[src/rtl/hazard_ctrl_unit.sv]
// Hazard controller for the five-stage pipeline: load-use and MDU stalls,
// control-flow flushes, and saturating stall/flush performance counters.
module hazard_ctrl_unit #(
    parameter int REG_COUNT   = 32,
    parameter int MDU_LATENCY = 4,
    parameter int CNT_WIDTH   = 32,
    localparam int RW         = $clog2(REG_COUNT)
) (
    input  logic                 clk,
    input  logic                 rst,
    input  logic                 id_ex_mem_read,
    input  logic [RW-1:0]        id_ex_rd,
    input  logic [RW-1:0]        if_id_rs1,
    input  logic [RW-1:0]        if_id_rs2,
    input  logic                 if_id_rs1_used,
    input  logic                 if_id_rs2_used,
    input  logic                 id_is_mdu,
    input  logic                 ex_mdu_start,
    input  logic [RW-1:0]        ex_mdu_rd,
    input  logic                 branch_taken,
    input  logic                 is_jal,
    input  logic                 is_jalr,
    input  logic                 cnt_clear,
    output logic                 stall,
    output logic                 flush,
    output logic                 mdu_busy,
    output logic [CNT_WIDTH-1:0] stall_cycles,
    output logic [CNT_WIDTH-1:0] flush_cycles
);

    localparam logic [7:0]           LAT     = 8'(MDU_LATENCY);
    localparam logic [CNT_WIDTH-1:0] CNT_MAX = {CNT_WIDTH{1'b1}};

    logic [7:0]           mdu_cnt_q, mdu_cnt_d;
    logic [RW-1:0]        pend_rd_q, pend_rd_d;
    logic [CNT_WIDTH-1:0] stall_cnt_q, stall_cnt_d;
    logic [CNT_WIDTH-1:0] flush_cnt_q, flush_cnt_d;

    logic busy;
    logic load_hz;
    logic mdu_raw;
    logic mdu_struct;
    logic flush_req;

    // x0 is hardwired zero, so it never carries a dependency
    function automatic logic src_match(input logic [RW-1:0] r,
                                       input logic [RW-1:0] rs1,
                                       input logic          rs1_used,
                                       input logic [RW-1:0] rs2,
                                       input logic          rs2_used);
        logic m1;
        logic m2;
        m1 = rs1_used && (rs1 == r) && (r != '0);
        m2 = rs2_used && (rs2 == r) && (r != '0);
        return m1 || m2;
    endfunction

    always_comb begin
        busy = (mdu_cnt_q != 8'd0);

        load_hz = id_ex_mem_read
            && src_match(id_ex_rd, if_id_rs1, if_id_rs1_used,
                         if_id_rs2, if_id_rs2_used);

        mdu_raw = (ex_mdu_start
            && src_match(ex_mdu_rd, if_id_rs1, if_id_rs1_used,
                         if_id_rs2, if_id_rs2_used))
            || (busy
            && src_match(pend_rd_q, if_id_rs1, if_id_rs1_used,
                         if_id_rs2, if_id_rs2_used));

        mdu_struct = id_is_mdu && (ex_mdu_start || busy);
        flush_req  = branch_taken || is_jal || is_jalr;

        // The ID instruction is wrong-path on a flush, so it is never stalled
        flush = flush_req;
        stall = !flush_req && (load_hz || mdu_raw || mdu_struct);
    end

    always_comb begin
        mdu_cnt_d = mdu_cnt_q;
        pend_rd_d = pend_rd_q;
        if (ex_mdu_start) begin
            mdu_cnt_d = LAT;
            pend_rd_d = ex_mdu_rd;
        end else if (busy) begin
            mdu_cnt_d = mdu_cnt_q - 8'd1;
        end
    end

    always_comb begin
        stall_cnt_d = stall_cnt_q;
        flush_cnt_d = flush_cnt_q;
        if (cnt_clear) begin
            stall_cnt_d = '0;
            flush_cnt_d = '0;
        end else begin
            if (stall && stall_cnt_q != CNT_MAX) begin
                stall_cnt_d = stall_cnt_q + 1'b1;
            end
            if (flush && flush_cnt_q != CNT_MAX) begin
                flush_cnt_d = flush_cnt_q + 1'b1;
            end
        end
    end

    always_ff @(posedge clk or posedge rst) begin
        if (rst) begin
            mdu_cnt_q   <= 8'd0;
            pend_rd_q   <= '0;
            stall_cnt_q <= '0;
            flush_cnt_q <= '0;
        end else begin
            mdu_cnt_q   <= mdu_cnt_d;
            pend_rd_q   <= pend_rd_d;
            stall_cnt_q <= stall_cnt_d;
            flush_cnt_q <= flush_cnt_d;
        end
    end

    assign mdu_busy     = busy;
    assign stall_cycles = stall_cnt_q;
    assign flush_cycles = flush_cnt_q;

endmodule

[config.mk]
export PLATFORM = sky130hd
export DESIGN_NAME = hazard_ctrl_unit
export DESIGN_NICKNAME = d
export VERILOG_FILES = /design/src/rtl/hazard_ctrl_unit.sv
export SDC_FILE = /design/constraint.sdc
export NUM_CORES = 1
export LEC_CHECK = 0
export CELL_PAD_IN_SITES_DETAIL_PLACEMENT = 1
export CELL_PAD_IN_SITES_GLOBAL_PLACEMENT = 2
export CORE_ASPECT_RATIO = 0.7
export CORE_MARGIN = 1
export CORE_UTILIZATION = 33
export CTS_CLUSTER_SIZE = 40
export DETAILED_ROUTE_END_ITERATION = 8
export PLACE_DENSITY = 0.91
export SYNTH_ARGS = -nofsm -noshare
export SYNTH_HDL_FRONTEND = slang
export SYNTH_SLANG_ARGS = --single-unit
[constraint.sdc]
create_clock -name clk -period 7.9 [get_ports clk]
set_clock_uncertainty 0.1 [all_clocks]
set_input_delay 1.185 -clock clk [delete_from_list [all_inputs] [get_ports clk]]
set_output_delay 1.185 -clock clk [all_outputs]
set_load 0.005 [all_outputs]
==> impl_metrics.csv <==
group,metric,value,unit
layout,nets,614,
synthesis,syn-mean-instance-area,9.132,um2
synthesis,seq_area_frac_synth,43.42,%
floorplanning,io_pins,98,
setup_path,crit_slowest_cell,"nor3_1",
route,viasPerCell,5.332,
grt,grt_max_degree,78,
timing,maxSlewViolCount,0,
layout,syn_to_final_growth,32.59,%
clocking,ctsHtreeMaxLevel,3,
timing,tns,0,ns
grt,antenna_found_initial,0,
setup_path,critPathLaunchType,"primary input",
floorplanning,core-area,13140,um2
timing,min_period,5.231,ns
synthesis,yosysTopAreaCellShare,43.42,%
placed_design,hpwl,9208,um
timing,rsz0062_at_grt,"no",
clocking,cts_sinks,77,
synthesis,ys_ff_latch,77,
synthesis,synth_area,4438,um2
layout,fillers,1518,
synthesis,ys_top_cells_by_count,"dfrtp_1 (77), nor2_1 (51), a21oi_1 (35)",
clocking,holdBufCountCts,0,
layout,antennaDiodeCount,0,
layout,multi_input_area,2349,um2
synthesis,synthCells,486,
floorplanning,fp.dieArea,13920,um2
setup_path,critPathMaxStageDelay,0.84,ns
synthesis,synthArstFlopShare,100.0,%
synthesis,yosysUniqueCellTypes,46,
pwr,power.density,178.2,nW/um2
timing,finalCritPeriodShare,66.22,%
layout,fin_util,44.79,%
floorplanning,die-height,99.03,um
flow_run,max-cap-violations,0,
grt,grt_overflow,0,
setup_path,critPathCaptureType,"primary output",
route,initialDrtViolationCount,200,
setup_path,crit_arrival,3.95,ns
setup_path,cpMostUsedCell,"clkdlybuf4s50_1",
route,drtAntennaViolNets,0,
synthesis,synth.most_common_cell,"dfrtp_1",
synthesis,yosys.area.top_type,"dfrtp_1",
status,status,"completed",
pwr,vdd_ir_drop_max,0.09405,mV
timing,finalSetupViolations,0,
synthesis,yosys_warnings,0,
setup_path,crit_chain,"clkdlybuf4s50_1 > nor3_1 > o211ai_1 > a21oi_1 > nor3_2 > buf_4 > inv_2 > clkdlybuf4s50_1",
synthesis,synthTopCellsByArea,"dfrtp_1 (43%), xnor2_1 (6.5%), xor2_1 (5.5%), nor2_1 (4.3%), or4_1 (4.2%)",
floorplanning,initial_core_util,33.78,%
clocking,clock_latency,0.33,ns
grt,grt_pass1_vias,4255,
synthesis,ys.flop_type,"dfrtp_1",
route,firstDrtPassIters,6,
clocking,clock_path_buffers,2,
timing,max_freq,191.2,MHz
layout,regArea,1927,um2
setup_path,required,6.61,ns
timing,slew_headroom,30.93,%
setup_path,crit_type,"in -> out",
floorplanning,row_count,35,
clocking,root_buffer,"clkbuf_16",
synthesis,syn-num-nets,521,
route,vias,3999,
worst_hold_path,hold_class,"reg -> reg",
grt,grtUsageTotal,19.59,%
floorplanning,die_w,140.6,um
layout,drive_above_1_share,6.678,%
clocking,cts_setup_buffers,0,
synthesis,synth_edf_count,0,
route,drc,0,
clocking,path_clk_slew,0.06,ns
placed_design,gp_congestion,0.8069,
pwr,p_leak,0.002203,uW
grt,grt_pass1_wl,21740,um
placed_design,numPortBuffers,97,
timing,tightest_slew,1.028,ns
clocking,numCtsBuffers,9,
setup_path,worst-path-max-fanout,22,
clocking,cts_tree,"done",
route,detail_route.wirelength,12750,um
timing,hold_violations,0,
clocking,cts.repair.resized,0,
route,wl_per_cell,17.00,um
## per-layer routing
layer | part of all wire (%) | vias up | wire length (um) | global-route usage [%]
met3 | 4.0 | 9 | 508 | 4.470
met4 | 0.95 | 0 | 121 | 5.268
met2 | 47 | 66 | 5942 | 31.61
met5 | 0 | - | 0 | 0
li1 | - | 1931 | - | -
met1 | 48 | 1993 | 6175 | 26.43
## cell type report
type | instances | share of cell area [%]
clock buffer | 12 | 4.359
clock inverter | 4 | 1.191
inverter | 19 | 1.212
multi-input combinational | 370 | 39.91
sequential | 77 | 32.75
tap | 166 | 3.530
timing repair buffer | 102 | 17.05
## power by group
group / internal, uW / leakage [uW] / switching [uW]
registers: 417 / 0.00105 / 21.9
logic: 72.6 / 0.000987 / 83.5
clock network: 293 / 0.000163 / 160
## logic make-up after synthesis
kind of cell    share of synthesized area, %
simple gates                           25.40
compound gates                         11.70
flops                                  43.42
xor+xnor                               12.04
buf+inv                                3.975
mux                                    2.340
fa+ha+maj                              1.128
## layout by cell type (no fill, tap or decap), types with 3 or more instances in the layout
cell type	n
o31ai_1	17
nor4_1	7
and3_1	11
or4_1	25
clkbuf_16	9
dfrtp_1	77
xor2_1	28
a21oi_1	35
nand3_1	32
mux2_2	6
clkdlybuf4s50_1	96
buf_4	5
inv_1	17
nand4_1	15
xnor2_1	33
o21ai_0	15
ha_1	4
nand2_1	31
nor2_1	51
and4_1	3
nor2b_1	3
and2_1	4
or3_1	13
nor3_1	11
## state kept, by name, summed over array words and instances, names as in the netlist
| name | cells |
|---|---|
| flush_cycles | 32 |
| mdu_cnt_q | 8 |
| pend_rd_q | 5 |
| stall_cycles | 32 |
## stage by stage
step,hold slack [ns],cell area (um2),setup slack [ns],power (uW),cells
after floorplan,0.4016,4438,3.901,546.9,486
after global placement,0.4225,5558,2.813,596.3,734
after global routing,0.4890,5884,2.475,1106,750
after CTS,0.4508,5884,2.635,1068,750
after detailed placement,0.4364,5558,2.628,604.8,734
final,0.4439,5884,2.669,1048,750
## path summary, 6_finish.rpt
| kind | startpoint | to | slack (ns) | cells past startpoint |
|---|---|---|---|---|
| worst max register to register | flush_cycles[3]$_DFFE_PP0P_ | flush_cycles[26]$_DFFE_PP0P_ | 4.78 | 7 |
| min in group asynchronous | rst | pend_rd_q[3]$_DFFE_PP0P_ | 1.39 | 3 |
| worst max-delay path | is_jal | stall | 2.67 | 8 |
| worst min register to register | mdu_cnt_q[6]$_DFFE_PP0N_ | mdu_cnt_q[6]$_DFFE_PP0N_ | 0.44 | 2 |
| max in group asynchronous | rst | mdu_cnt_q[2]$_DFFE_PP0N_ | 5.66 | 3 |
| worst min-delay path | mdu_cnt_q[6]$_DFFE_PP0N_ | mdu_cnt_q[6]$_DFFE_PP0N_ | 0.44 | 2 |
## critical path: cells and delay by family
| kind | cells | cell delay [ns] |
|---|---|---|
| buffers and inverters | 4 | 1.23 |
| AO/OA/AOI/OAI | 2 | 0.61 |
| AND/OR/NAND/NOR | 2 | 0.92 |
No activity file was read; power rests on OpenSTA's default activity.
